### config.mk
export PLATFORM = sky130hd
export DESIGN_NAME = riscv_fetch_unit
export DESIGN_NICKNAME = d
export VERILOG_FILES = /design/src/rtl/riscv_pkg.sv /design/src/rtl/riscv_fetch_fifo.sv /design/src/rtl/riscv_fetch_unit.sv
export SDC_FILE = /design/constraint.sdc
export NUM_CORES = 1
export LEC_CHECK = 0
export CAP_MARGIN = 20
export CORE_AREA = 3 3 140 142
export DETAILED_ROUTE_END_ITERATION = 16
export DIE_AREA = 0 0 143 145
export PLACE_DENSITY = 0.75
export SYNTH_ARGS = -nofsm -noshare
export SYNTH_HDL_FRONTEND = slang
export SYNTH_HIERARCHICAL = 1
export SYNTH_SLANG_ARGS = --single-unit
### constraint.sdc
create_clock -name clk -period 9.1 [get_ports clk]
set_input_delay 1.82 -clock clk [delete_from_list [all_inputs] [get_ports clk]]
set_output_delay 1.82 -clock clk [all_outputs]
set_load 0.02 [all_outputs]
### src/rtl/riscv_pkg.sv
// Shared constants for the RISC-V instruction-fetch front end and its benches.
package riscv_pkg;
    localparam int unsigned XLEN             = 32;
    localparam int unsigned INSTR_BYTES      = 4;
    localparam logic [31:0] RESET_PC_DEFAULT = 32'h0000_0000;
    localparam logic [31:0] NOP_INSTR        = 32'h0000_0013;
endpackage

### src/rtl/riscv_fetch_fifo.sv
// Instruction word FIFO between the memory response path and decode.
// Flush empties it and overrides any push or pop in the same cycle.
module riscv_fetch_fifo #(
    parameter int unsigned DEPTH = 4,
    parameter int unsigned WIDTH = 32,
    parameter int unsigned CW    = $clog2(DEPTH) + 1
) (
    input  logic             clk,
    input  logic             reset,
    input  logic             i_push,
    input  logic [WIDTH-1:0] i_push_data,
    input  logic             i_pop,
    input  logic             i_flush,
    output logic [CW-1:0]    o_count,
    output logic [WIDTH-1:0] o_head_data
);
    import riscv_pkg::*;

    localparam int unsigned PW = $clog2(DEPTH);

    logic [WIDTH-1:0] r_mem [DEPTH];
    logic [PW-1:0]    r_wptr;
    logic [PW-1:0]    r_rptr;
    logic [CW-1:0]    r_count;

    always_ff @(posedge clk) begin
        if (!reset || i_flush) begin
            r_wptr  <= '0;
            r_rptr  <= '0;
            r_count <= '0;
        end else begin
            if (i_push) r_wptr <= r_wptr + PW'(1);
            if (i_pop)  r_rptr <= r_rptr + PW'(1);
            r_count <= r_count + CW'(i_push) - CW'(i_pop);
        end
    end

    // Storage needs no reset; count gates visibility of stale entries.
    always_ff @(posedge clk) begin
        if (reset && !i_flush && i_push) r_mem[r_wptr] <= i_push_data;
    end

    assign o_count     = r_count;
    assign o_head_data = r_mem[r_rptr];
endmodule

### src/rtl/riscv_fetch_unit.sv
// Fetch front end: sequential PC generation, credit-limited requests,
// in-order response buffering and redirect flush with stale-response drop.
module riscv_fetch_unit #(
    parameter int unsigned XLEN     = riscv_pkg::XLEN,
    parameter logic [XLEN-1:0] RESET_PC = XLEN'(riscv_pkg::RESET_PC_DEFAULT),
    parameter int unsigned DEPTH    = 4
) (
    input  logic            clk,
    input  logic            reset,
    output logic            imem_req,
    output logic [XLEN-1:0] imem_addr,
    input  logic            imem_rvalid,
    input  logic [31:0]     imem_rdata,
    input  logic            redirect_valid,
    input  logic [XLEN-1:0] redirect_pc,
    output logic            if_valid,
    output logic [31:0]     if_instr,
    output logic [XLEN-1:0] if_pc,
    input  logic            id_ready
);
    import riscv_pkg::*;

    localparam int unsigned     CW         = $clog2(DEPTH) + 1;
    localparam logic [CW:0]     DEPTH_C    = (CW+1)'(DEPTH);
    localparam logic [XLEN-1:0] INSTR_STEP = XLEN'(INSTR_BYTES);

    logic [XLEN-1:0] r_fetch_pc;
    logic [XLEN-1:0] r_head_pc;
    logic [CW-1:0]   r_outstanding;
    logic [CW-1:0]   r_drop_cnt;

    logic [CW-1:0]   w_count;
    logic [CW:0]     w_credit_used;
    logic [XLEN-1:0] w_target_pc;
    logic            w_rsp;
    logic            w_push;
    logic            w_pop;
    logic            w_unused_pc_lsb;

    assign w_target_pc     = {redirect_pc[XLEN-1:2], 2'b00};
    assign w_unused_pc_lsb = ^redirect_pc[1:0];

    // Credits cover both buffered words and words still in flight, so a
    // response can never arrive to a full FIFO.
    assign w_credit_used = {1'b0, w_count} + {1'b0, r_outstanding};
    assign imem_req      = reset && !redirect_valid && (w_credit_used < DEPTH_C);
    assign imem_addr     = r_fetch_pc;

    assign w_rsp    = imem_rvalid && (r_outstanding != '0);
    assign w_push   = w_rsp && (r_drop_cnt == '0) && !redirect_valid;
    assign if_valid = reset && (w_count != '0);
    assign w_pop    = if_valid && id_ready && !redirect_valid;
    assign if_pc    = r_head_pc;

    riscv_fetch_fifo #(
        .DEPTH (DEPTH),
        .WIDTH (32),
        .CW    (CW)
    ) u_fifo (
        .clk         (clk),
        .reset       (reset),
        .i_push      (w_push),
        .i_push_data (imem_rdata),
        .i_pop       (w_pop),
        .i_flush     (redirect_valid),
        .o_count     (w_count),
        .o_head_data (if_instr)
    );

    always_ff @(posedge clk) begin
        if (!reset) begin
            r_fetch_pc    <= RESET_PC;
            r_head_pc     <= RESET_PC;
            r_outstanding <= '0;
            r_drop_cnt    <= '0;
        end else begin
            r_outstanding <= r_outstanding + CW'(imem_req) - CW'(w_rsp);
            if (redirect_valid) begin
                r_fetch_pc <= w_target_pc;
                r_head_pc  <= w_target_pc;
                // Everything still in flight after this edge belongs to the old path.
                r_drop_cnt <= r_outstanding - CW'(w_rsp);
            end else begin
                if (imem_req) r_fetch_pc <= r_fetch_pc + INSTR_STEP;
                if (w_pop)    r_head_pc  <= r_head_pc + INSTR_STEP;
                if (w_rsp && (r_drop_cnt != '0)) r_drop_cnt <= r_drop_cnt - CW'(1);
            end
        end
    end

    a_no_orphan_rvalid: assert property (@(posedge clk) disable iff (!reset)
        !(imem_rvalid && (r_outstanding == '0)));
endmodule
# Word-level counts from Yosys, hierarchy flattened
# Memories as Yosys holds them, arrays and structs flattened. A register that Yosys moved wholly into a read port is not among the register bits.
# Index checks and enable logic that the tools add are counted.
# classes
reduce_logical	21
muxes	10
order_cmp	1
bitwise	1
addsub	11
# ops
operator	count
2-to-1 mux 32 bit	4
adder 32 x 3 -> 32 bit, second input constant	2
logical AND 1 bit	10
nonzero test 3 bit	3
subtractor 3 x 1 -> 3 bit	3
adder 3 x 1 -> 3 bit	2
2-to-1 mux 3 bit	2
nonzero test 2 bit	3
adder 2 x 1 -> 2 bit, second input constant	2
adder 3 x 3 -> 4 bit	1
less-than comparator 4 x 3 -> 1 bit, second input constant	1
2-to-1 mux 2 bit	2
logical NOT 3 bit	1
subtractor 3 x 1 -> 3 bit, second input constant	1
logical NOT 1 bit	2
2-to-1 mux 1 bit	2
OR reduction 2 bit	1
logical OR 1 bit	1
NOT 1 bit	1
# word_totals
n_memories	1
out_inout_bits	98
mem_bits_rw	128
word_cells	54
register_bits	77
input_bits	69
# memory_table
memory	depth	word_bits	rd	rd_clocked_by_memory_dff	wr	line	rtl
u_fifo.r_mem	4	32	1	1	1	riscv_fetch_fifo.sv:21	logic [WIDTH-1:0] r_mem [DEPTH];

# Depth between registers and ports, before layout
# logic_depth
word_depth	7
depth_mapped	9

# Cells and area by module
# The synthesis kept the hierarchy.
# modules_own_cells
module	seq_area_each_um2	cells_per_inst	area_per_inst_um2	instances
riscv_fetch_fifo	4023.9	209	5098.6	1
riscv_fetch_unit	1321.3	499	4021.4	1

# Least setup slack after synthesis
# No wires, ideal clock.
# synth_path
path_type	input to output
start	input reset
end	output imem_req
n_path_buf	1
stages	4
required_time_ns	7.280
arrival_ns	2.497
path_slack_ns	4.783
path_cell_list	clkbuf_1 > nor2b_1 > nand3_1 > inv_1
# synth_via
elab_chain_len	2
# synth_rtl
element	line	rtl
start: declaration	riscv_fetch_unit.sv:9	input logic reset,
logical AND 1 bit (2 in a row)	riscv_fetch_unit.sv:46	assign imem_req = reset && !redirect_valid && (w_credit_used < DEPTH_C);
end: declaration	riscv_fetch_unit.sv:10	output logic imem_req,
# No other way between the ends.

# Final worst setup path
# layout_path
start	input reset
end	output if_valid
# layout_via
elab_chain_len	1
# layout_rtl
element	line	rtl
logical AND 1 bit	riscv_fetch_unit.sv:51	assign if_valid = reset && (w_count != '0);
end: declaration	riscv_fetch_unit.sv:16	output logic if_valid,
# No other way between the ends.

==> results.rst <==
.. list-table::
   :header-rows: 1

   * - Metric
     - Value
   * - Status
     - completed
   * - Fin. Hold Viols
     - 0
   * - Residual overflow from global routing
     - 0
   * - Initial antenna violation count
     - 0
   * - Max Root-Sink Buffers
     - 3
   * - Weighted congestion reported at the end of routability-driven placement
     - ~0.84
   * - Fin. max-slew vios
     - 0
   * - Ports placed on the boundary
     - approximately 170
   * - H-tree levels
     - 1
   * - Clk Latency, worst-skew pair
     - around 0.50 ns
   * - Die width
     - roughly 140 microns
   * - Placeable core area
     - 18600 sq um
   * - Synthesized area per cell
     - 12.9 sq um
   * - Placement Rows
     - 50
   * - CP Data Required Time
     - 7.28 ns
   * - Crit path time final
     - 6.00 ns
   * - Pin count of the biggest net entering global routing
     - 70
   * - Final #Nets
     - 957
   * - Vias in the first global route
     - 6499
   * - Crit path launch
     - reset
   * - Synth area leader
     - sky130_fd_sc_hd__edfxtp_1
   * - Area of the mapped netlist
     - around 9100 sq um
   * - Critical Path Sink Type
     - output pin
   * - Post-synthesis share of cell area spent on full adders, half adders and majority gates
     - 2.63%
   * - Total of flip-flops plus latches after synthesis
     - 203
   * - Share of flip-flops with an asynchronous set or reset after synthesis
     - 0%
   * - First-pass GRT wire length
     - roughly 35000 microns
   * - Post-detailed-placement half-perimeter wirelength
     - 14700 microns
   * - Inserted Diodes
     - 0
   * - Die outline height
     - 145 microns
   * - Synth area leaders
     - sky130_fd_sc_hd__edfxtp_1 (42%), sky130_fd_sc_hd__dfxtp_1 (16%), sky130_fd_sc_hd__mux4_2 (7.4%)
   * - # Post-CTS Setup Buffers
     - 0
   * - Worst-margin pin slew
     - 0.878 ns
   * - Final antenna-violating net count
     - 0
   * - Count of warnings emitted by yosys
     - 6
   * - Post-route cell area
     - 11600 sq um
   * - DR vias
     - 6620
   * - Die ar.
     - 20700 sq um
   * - Dominant combinational cell family by area after synthesis
     - simple AND/OR/NAND/NOR gates
   * - Global-route usage over all layers
     - 21.0%
   * - CP Data Arrival Time
     - approximately 4.2 ns
   * - Most frequent cell after synthesis
     - sky130_fd_sc_hd__edfxtp_1
   * - Primary FF master, synth
     - sky130_fd_sc_hd__edfxtp_1
   * - Total iterations of the first detailed-routing run
     - 5
   * - Max Clock Freq
     - 167 MHz
   * - Number of maximum-capacitance constraint violations
     - 0
   * - Sum Neg Setup Slack
     - 0 ns
   * - Static leakage power
     - 3.84 nW
   * - Fraction of the mapped netlist area in compound gates
     - 9.44%
   * - Layout area overhead
     - 27.1%
   * - Worst rel slew slack
     - 40.9%
   * - Initial Util
     - 49.1%
   * - Share of post-route cells with drive strength above 1
     - 10.3%
   * - Post-detailed-routing wire length
     - 22000 microns
   * - Final worst-path cycle share
     - 66.0%
   * - Post-Route Skew
     - 0.00981 ns
   * - Kind of start point of the critical path
     - input port
   * - DR iter-0 viols
     - 443
   * - Quantity of gates resized following cts
     - 0
   * - Clock tree root buffer cell
     - sky130_fd_sc_hd__clkbuf_16
   * - Clock tree from TritonCTS
     - built
   * - Reg2reg start
     - u_fifo/o_count[2]$_SDFF_PP0_
   * - DR vias/cell
     - 5.91
   * - Total CTS buffers
     - 22
   * - Number of sinks handled by clock tree synthesis
     - between 200 and 250
   * - Register area share after synthesis
     - 58.6%
   * - Worst VDD drop
     - 0.126 mV
   * - Post-route DRC violation count
     - 0
   * - CP Max Fanout
     - 28
   * - Cells after Synth
     - between 700 and 800
   * - Portion of synthesized cell area occupied by the leading cell type
     - 42.1%
   * - Post-place instance area
     - approximately 11000 sq um
   * - Average routed wire per standard cell
     - 19.6 microns
   * - Commonest cells in the netlist
     - sky130_fd_sc_hd__edfxtp_1 (128), sky130_fd_sc_hd__dfxtp_1 (75), sky130_fd_sc_hd__nand3_1 (39), sky130_fd_sc_hd__nand2_1 (31)
   * - Hold buffer count at CTS
     - 0
   * - EDFF count, synth
     - 128
   * - Clock transition at path regs
     - 0.06 ns
   * - Slack of the worst reg-to-reg path
     - 6.02 ns
   * - Buffers on Ports
     - 160
   * - Fraction of synthesized area in multiplexers
     - roughly 8.5%
   * - Worst Hold Class
     - reg2reg
   * - # fillers
     - 1398
   * - Power per cell area
     - 186 nW/um^2
   * - Share of synthesized cell area in and, or, nand and nor gates
     - 14.9%
   * - Count of final setup violators
     - 0
   * - Critical hold path startpoint
     - if_pc[31]$_SDFFE_PN0P_
   * - Setup repair after global routing missed its margin
     - no
   * - Netlist cell types
     - 68
   * - Synthesized-area fraction occupied by xor and xnor cells
     - 2.57%
   * - Type of the setup path with the least slack
     - in2out
## registers in the layout (all words and copies together) (netlist names), named ones only
| signal | count |
|---|---|
| u_fifo/r_wptr | 2 |
| imem_addr | 30 |
| u_fifo/r_rptr | 2 |
| r_outstanding | 3 |
| r_drop_cnt | 3 |
| if_pc | 30 |
| u_fifo/r_mem | 128 |
| u_fifo/o_count | 3 |
## final timing paths
kind,to,depth (start not counted)
worst max-delay path,if_valid,6
worst min-delay path,if_pc[31]$_SDFFE_PN0P_,2
worst max register to register,imem_addr[24]$_SDFFE_PN0P_,5
worst min register to register,if_pc[31]$_SDFFE_PN0P_,2
## cell type report
type	count	area (sq um)	share of cell area, %
sequential	203	5350	46.1
tap	234	293	2.53
clock inverter	10	66.3	0.572
multi-input combinational	448	3480	30.1
inverter	22	82.6	0.712
timing repair buffer	173	1700	14.7
clock buffer	30	622	5.36
## logic make-up after synthesis
family	after synthesis
AO/OA/AOI/OAI	130
XOR/XNOR	25
adder cells (fa/ha/maj)	18
buffers and inverters	60
flip-flops	203
multiplexers	37
other	1
AND/OR/NAND/NOR	234
## where the power goes
group	internal [mW]	leakage, nW	switching (mW)
Clock	0.482	0.340	0.350
Sequential	1.01	1.77	0.0430
Combinational	0.132	1.73	0.142
## cell usage in the layout, fill, tap and decap left out, drive strengths merged, types with 23 or more instances in the layout
cell | Yosys | layout
clkdlybuf4s50 | 0 | 160
edfxtp | 128 | 128
dfxtp | 75 | 75
nand3 | 39 | 39
mux4 | 32 | 32
nand2 | 31 | 31
o21ai | 30 | 30
clkbuf | 23 | 30
a21oi | 25 | 25
nor2 | 23 | 23
## metrics by stage
| stage | total power, mW | hold slack, ns | std cells | util, % | setup slack, ns |
|---|---|---|---|---|---|
| after floorplan | 1.22 | 0.499 | 711 | - | 4.78 |
| after global placement | 1.34 | 0.517 | 1080 | 58.7 | 3.16 |
| after detailed placement | 1.35 | 0.529 | 1080 | 58.7 | 3.13 |
| after CTS | 2.18 | 0.546 | 1120 | 62.4 | 3.13 |
| after global routing | 2.25 | 0.578 | 1120 | 62.4 | 2.97 |
| final | 2.16 | 0.547 | 1120 | 62.4 | 3.10 |
## worst max-delay path, cell delays in order
cell,delay [ns]
sky130_fd_sc_hd__clkdlybuf4s50_1,0.87
sky130_fd_sc_hd__buf_4,0.40
sky130_fd_sc_hd__o31ai_1,0.12
sky130_fd_sc_hd__buf_4,0.18
sky130_fd_sc_hd__inv_1,0.13
sky130_fd_sc_hd__clkdlybuf4s50_1,0.65
## per-layer routing
layer  wire length (microns)  part of all wire [%]  GRT usage, %
met5                       0                     0             0
met4                     684                   3.1          6.99
met3                    1740                   7.9          3.99
met2                   10300                    47          33.4
met1                    9270                    42          29.2
Power figures use the tool's default switching activity.
